File: src/rtl/vec_alu_pkg.sv
// Shared constants, ALU control codes and pipeline stage records for the
// vector ALU scheduler.
package vec_alu_pkg;

  localparam int VEC_W    = 128;
  localparam int LANE_W   = 32;
  localparam int MAX_ID_W = 2;

  typedef enum logic [2:0] {
    ALU_ADD = 3'b000,
    ALU_SUB = 3'b001,
    ALU_AND = 3'b010,
    ALU_OR  = 3'b011,
    ALU_XOR = 3'b100,
    ALU_SLL = 3'b101,
    ALU_SRL = 3'b110,
    ALU_SRA = 3'b111
  } alu_op_e;

  typedef struct packed {
    logic                valid;
    logic [MAX_ID_W-1:0] id;
    logic                vec;
    alu_op_e             ctrl;
    logic [VEC_W-1:0]    a;
    logic [VEC_W-1:0]    b;
  } issue_t;

  typedef struct packed {
    logic                valid;
    logic [MAX_ID_W-1:0] id;
    logic                zero;
    logic [VEC_W-1:0]    result;
  } resp_t;

  // Scalar operations only carry the low lane; upper lanes read as zero.
  function automatic logic [VEC_W-1:0] lane_mask(input logic [VEC_W-1:0] d, input logic vec);
    lane_mask = vec ? d : {{(VEC_W-LANE_W){1'b0}}, d[LANE_W-1:0]};
  endfunction

endpackage

File: src/rtl/vec_alu_scheduler_rr_arbiter.sv
// Round-robin arbiter: one-hot grant starting one past the last accepted
// requester; the pointer only moves when a grant is actually taken.
module rr_arbiter #(
  parameter int NUM_REQ = 2,
  parameter int ID_W    = 1
) (
  input  logic               clk,
  input  logic               rst,
  input  logic [NUM_REQ-1:0] req_i,
  input  logic               en_i,
  input  logic               accept_i,
  output logic [NUM_REQ-1:0] grant_o,
  output logic [ID_W-1:0]    grant_idx_o
);

  logic [ID_W-1:0] last_q;
  logic [ID_W-1:0] last_d;
  logic [ID_W-1:0] cand;
  logic            found;

  // Search order last+1, last+2, ... wrapping modulo NUM_REQ.
  always_comb begin
    grant_o     = '0;
    grant_idx_o = '0;
    found       = 1'b0;
    cand        = '0;
    for (int k = 1; k <= NUM_REQ; k++) begin
      cand = ID_W'((int'(last_q) + k) % NUM_REQ);
      if (en_i && !found && req_i[cand]) begin
        grant_o[cand] = 1'b1;
        grant_idx_o   = cand;
        found         = 1'b1;
      end else begin
        found = found;
      end
    end
    last_d = accept_i ? grant_idx_o : last_q;
  end

  // Reset parks the pointer on the last requester so requester 0 wins first.
  always_ff @(posedge clk) begin
    if (rst) begin
      last_q <= ID_W'(NUM_REQ - 1);
    end else begin
      last_q <= last_d;
    end
  end

endmodule

File: src/rtl/vec_alu_scheduler.sv
// Shares one combinational vector ALU between NUM_REQ requesters through a
// two-stage issue/response pipeline with round-robin admission.
module vec_alu_scheduler
  import vec_alu_pkg::*;
#(
  parameter int  NUM_REQ = 2,
  parameter int  CNT_W   = 32,
  localparam int ID_W    = (NUM_REQ > 2) ? 2 : 1
) (
  input  logic                     clk,
  input  logic                     rst,
  input  logic [NUM_REQ-1:0]       req_valid,
  output logic [NUM_REQ-1:0]       req_ready,
  input  logic [NUM_REQ*VEC_W-1:0] req_a,
  input  logic [NUM_REQ*VEC_W-1:0] req_b,
  input  logic [NUM_REQ*3-1:0]     req_ctrl,
  input  logic [NUM_REQ-1:0]       req_vec,
  output logic [VEC_W-1:0]         alu_a,
  output logic [VEC_W-1:0]         alu_b,
  output logic [2:0]               alu_ctrl,
  output logic                     alu_vec,
  input  logic [VEC_W-1:0]         alu_result,
  input  logic                     alu_zero,
  output logic                     rsp_valid,
  input  logic                     rsp_ready,
  output logic [ID_W-1:0]          rsp_id,
  output logic [VEC_W-1:0]         rsp_result,
  output logic                     rsp_zero,
  output logic [CNT_W-1:0]         op_count
);

  issue_t             s1_q, s1_d;
  resp_t              s2_q, s2_d;
  logic [CNT_W-1:0]   cnt_q, cnt_d;
  logic               s2_adv, s1_free, accept;
  logic [NUM_REQ-1:0] grant;
  logic [ID_W-1:0]    grant_idx;
  logic [VEC_W-1:0]   sel_a, sel_b;
  logic [2:0]         sel_ctrl;
  logic               sel_vec;

  rr_arbiter #(.NUM_REQ(NUM_REQ), .ID_W(ID_W)) u_arb (
    .clk         (clk),
    .rst         (rst),
    .req_i       (req_valid),
    .en_i        (s1_free & ~rst),
    .accept_i    (accept),
    .grant_o     (grant),
    .grant_idx_o (grant_idx)
  );

  // Pipeline advance conditions and winner operand select.
  always_comb begin
    s2_adv    = s1_q.valid & (~s2_q.valid | rsp_ready);
    s1_free   = ~s1_q.valid | s2_adv;
    accept    = |(req_valid & grant);
    req_ready = grant;
    sel_a     = req_a[int'(grant_idx)*VEC_W +: VEC_W];
    sel_b     = req_b[int'(grant_idx)*VEC_W +: VEC_W];
    sel_ctrl  = req_ctrl[int'(grant_idx)*3 +: 3];
    sel_vec   = req_vec[grant_idx];
  end

  // Next state of the issue stage, response stage and op counter.
  always_comb begin
    s1_d  = s1_q;
    s2_d  = s2_q;
    cnt_d = cnt_q;
    if (accept) begin
      s1_d = '{valid: 1'b1, id: MAX_ID_W'(grant_idx), vec: sel_vec, ctrl: alu_op_e'(sel_ctrl),
               a: lane_mask(sel_a, sel_vec), b: lane_mask(sel_b, sel_vec)};
      cnt_d = cnt_q + CNT_W'(1);
    end else if (s2_adv) begin
      s1_d.valid = 1'b0;
    end else begin
      s1_d = s1_q;
    end
    // A consumed response is overwritten in the same edge when S1 advances.
    if (s2_adv) begin
      s2_d = '{valid: 1'b1, id: s1_q.id, zero: alu_zero, result: lane_mask(alu_result, s1_q.vec)};
    end else if (s2_q.valid && rsp_ready) begin
      s2_d.valid = 1'b0;
    end else begin
      s2_d = s2_q;
    end
  end

  // ALU is driven only while S1 holds an operation.
  always_comb begin
    alu_a    = s1_q.valid ? s1_q.a : '0;
    alu_b    = s1_q.valid ? s1_q.b : '0;
    alu_ctrl = s1_q.valid ? s1_q.ctrl : 3'b000;
    alu_vec  = s1_q.valid ? s1_q.vec : 1'b0;
  end

  // Stage and counter registers.
  always_ff @(posedge clk) begin
    if (rst) begin
      s1_q  <= '0;
      s2_q  <= '0;
      cnt_q <= '0;
    end else begin
      s1_q  <= s1_d;
      s2_q  <= s2_d;
      cnt_q <= cnt_d;
    end
  end

  assign rsp_valid  = s2_q.valid;
  assign rsp_id     = ID_W'(s2_q.id);
  assign rsp_result = s2_q.result;
  assign rsp_zero   = s2_q.zero;
  assign op_count   = cnt_q;

endmodule

File: config.mk
export PLATFORM = sky130hd
export DESIGN_NAME = vec_alu_scheduler
export DESIGN_NICKNAME = d
export VERILOG_FILES = /design/src/rtl/vec_alu_pkg.sv /design/src/rtl/vec_alu_scheduler_rr_arbiter.sv /design/src/rtl/vec_alu_scheduler.sv
export SDC_FILE = /design/constraint.sdc
export NUM_CORES = 1
export LEC_CHECK = 0
export BUFFER_PORTS_ARGS = -buffer_cell sky130_fd_sc_hd__buf_2
export CORE_AREA = 2 2 425 427
export DETAILED_ROUTE_END_ITERATION = 10
export DIE_AREA = 0 0 427 429
export PLACE_DENSITY = 0.3
export RECOVER_POWER = 50
export SLEW_MARGIN = 5
export SYNTH_ARGS = -nofsm -noshare
export SYNTH_HDL_FRONTEND = slang
export SYNTH_SLANG_ARGS = --single-unit
File: constraint.sdc
create_clock -name clk -period 4.6 [get_ports clk]
set_clock_uncertainty 0.05 [all_clocks]
set_input_delay 0.23 -clock clk [delete_from_list [all_inputs] [get_ports clk]]
set_output_delay 0.23 -clock clk [all_outputs]
set_load 0.005 [all_outputs]
==> results.toml <==
[status]
status = "complete, no violations"

[timing]
fin_tns_setup_ns = 0
rsz0062_at_grt = "no"
clock.fmax_ghz = 0.282
fin_crit_ns = 3.55
layout_setup_ws_ns = 1.05
slew_headroom = 0.0187
finalHoldViolations = 0
final.period_utilization = 0.772
setup_viol = 0
drv_slew = 0
tightestPinTransition_ns = 1.47

[clock_network]
clock_path_buffers = 3
ctsHtreeMaxLevel = 3
clk_latency_ns = 0.66
cts_resized = 0
cts_sinks = 426
clkTransAtPathRegs_ns = 0.05
cts_tree = "done"
cts_buffers = 66
root_buffer = "clkbuf_16"

[power]
p_leak_nw = 14.3
ir_worst_vdd_uv = 193
power_density_nw_per_um2 = 298

[floorplan]
initial_core_util = 0.123
core-area_sq_um = 178000
io-pin-count = 1079
die-height_um = 429
core.rowCount = 155
die_w_um = 427
dieArea_sq_um = 183000

[worst_setup_path]
start_kind = "flop"
reg2reg_from = "s1_q[262]"
slowest_delay_ns = 1.13
crit_required_ns = 5.14
worstSetupEndpointType = "flop"
rrSetupSlack_ns = 1.05
crit_arrival_ns = 4.10
regToRegEndpoint = "rsp_result[23]"
crit_type = "reg -> reg"
cp_slowest_cell = "clkbuf_1"
r2r_cells = 6
worstPathCellList = "buf_4, and2_4, clkbuf_1, nand2_1, a21oi_1, dlygate4sd3_1"
cp_max_fo = 49

[final_layout]
final_cells = 6658
area_growth_pct = 71.9
fill_cells = 20218
final_area_sq_um = 37800
layout-drive-gt1-share = 0.243
num-nets-final = 4883

[drt]
postRouteAntennaNets = 0
viasPerCell = 4.13
wl_per_cell_um = 21.7
drtIter0Drc = 1428
routed_wl_um = 144000
drtPass1Iterations = 7
vias = 27512
drt_drc_violations_left = 0

[synth]
ys_types = 46
syn_inst = 2752
ys_async_sr_fraction = 0
ys_seq_elements = 426
synth_seq_area_share = 0.388
synth_ff_type = "dfxtp_1"
avgSynthCellArea_sq_um = 7.98
yosysTopAreaCellShare = 0.388
synth-edff-count = 0
synth_nets = 3407
yosys.area.top_type = "dfxtp_1"
yosysWarnings = 0
syn_area_sq_um = 22000
synth_area_leaders = "dfxtp_1 39%, and4_1 7.8%, a21oi_1 7.7%"

[worst_hold_path]
hp-start = "req_b[221]"
min_path_type = "in -> reg"
whs_endpoint = "s1_q[93]"
hold_depth = 4

[global_routing]
overflow = 0
grt_pass1_vias = 27645
antenna_found_initial = 52
grt.total_usage = 0.149
grt_pass1_wl_um = 202000
grt_start_max_net_pins = 169

[placement]
placedCellCount = 5888
placement.cell_area_sq_um = 29600
port_buffers = 1078
dp_hpwl_um = 99200
dpl_worst_slack_ns = 1.81
gp_congestion = 0.873

[flow_run]
cap_viol_max_count = 0
-- area by class of cell --
cell class	count	area, sq um	area share
Timing Repair Buffer	1752	12000	0.317
Clock buffer	97	1940	0.0514
Antenna cell	28	70.1	0.00186
Tap cell	2355	2950	0.0780
Clock inverter	18	209	0.00553
Sequential cell	426	8530	0.226
Multi-Input combinational cell	1973	12000	0.319
Inverter	9	41.3	0.00109
-- synthesized netlist by cell type (2+ instances only) --
library cell / count
or4_1: 8
inv_1: 8
mux2i_1: 8
buf_2: 39
nor3_1: 4
nor4_1: 9
and4_1: 196
mux2_2: 10
o21ai_0: 75
nand4_1: 6
buf_6: 2
o211ai_1: 192
o41ai_1: 2
o31ai_1: 7
nor2b_1: 9
a21oi_1: 339
clkbuf_1: 286
or4_4: 2
nor2_1: 20
nand2_1: 370
o31a_1: 192
nand3_1: 172
buf_4: 7
dfxtp_1: 426
o22ai_1: 59
or3_1: 7
buf_1: 10
and3_1: 2
and2_1: 263
xnor2_1: 5
nand2b_1: 2
-- how the worst max path moves through the flow --
stage                      startpoint             end  slack [ns]  cells past startpoint
final                       s1_q[262]  rsp_result[23]        1.05                      6
after CTS                   s1_q[262]       alu_b[31]        1.12                      4
after floorplan           op_count[0]    op_count[24]        2.58                      6
after global placement      rsp_ready        s1_q[86]        1.82                      6
after global routing        s1_q[262]  rsp_result[23]        0.65                      6
after detailed placement          rst       s1_q[197]        1.81                      7
-- per-stage QoR --
step                      hold WS (ns)  total power [mW]   util
after floorplan                  0.316              4.83      -
after global placement           0.384              5.72  0.166
after detailed placement         0.388              5.71  0.166
after CTS                     0.000854              11.6  0.213
after global routing            0.0385              11.8  0.212
final                           0.0764              11.3  0.212
-- layer usage --
layer  up-vias  routed length [um]  track usage
met2       830               70900        0.255
met5         -                 268            0
met3       216                9810       0.0443
li1      13047                   -            -
met1     13379               58500        0.174
met4        40                4790       0.0588
-- power by group --
group | internal (mW) | total, mW | switching, mW
sequential | 3.88 | 4.00 | 0.126
clock | 3.10 | 5.21 | 2.12
combinational | 0.969 | 2.05 | 1.08
total | 7.94 | 11.3 | 3.32
-- critical path: cells and delay by family (launching register included) --
kind,cells,cell delay [ns]
buffers and inverters,3,2.10
and+or+nand+nor,2,0.76
AOI/OAI and AO/OA,1,0.15
DFF,1,0.38
-- sequential cells by signal (all words and copies together) (netlist names) --
register and flops:
op_count 32, rsp_id 1, rsp_result 128, rsp_valid 1, rsp_zero 1, s1_q 262
u_arb.last_q 1
-- repair_timing --
item / 4_1_cts / 5_1_grt
hold buffers: 627 / 0
endpoints found under the hold margin: 397 / 0
buffers inserted: 0 / 0
-- placed cells by master, fill, tap and decap left out, types with 172 or more instances in the layout --
cell	n
dfxtp_1	425
buf_2	871
o31a_1	192
nand3_1	172
o211ai_1	192
clkbuf_1	224
a21oi_1	339
and2_1	211
dlygate4sd3_1	627
nand2_1	369
and4_1	196
-- kinds of logic (layout without fill, tap and decap cells) --
kind of cell	after synthesis	after routing	share of synthesized area
other cells	0	28	0
simple gates	1074	1074	0.275
xor+xnor	5	5	0.00199
fa+ha+maj	1	1	0.000570
compound gates	875	875	0.261
flops	426	426	0.388
mux	18	18	0.00877
buf+inv	353	1876	0.0644
Note: power is estimated with default switching activity, not from simulation.
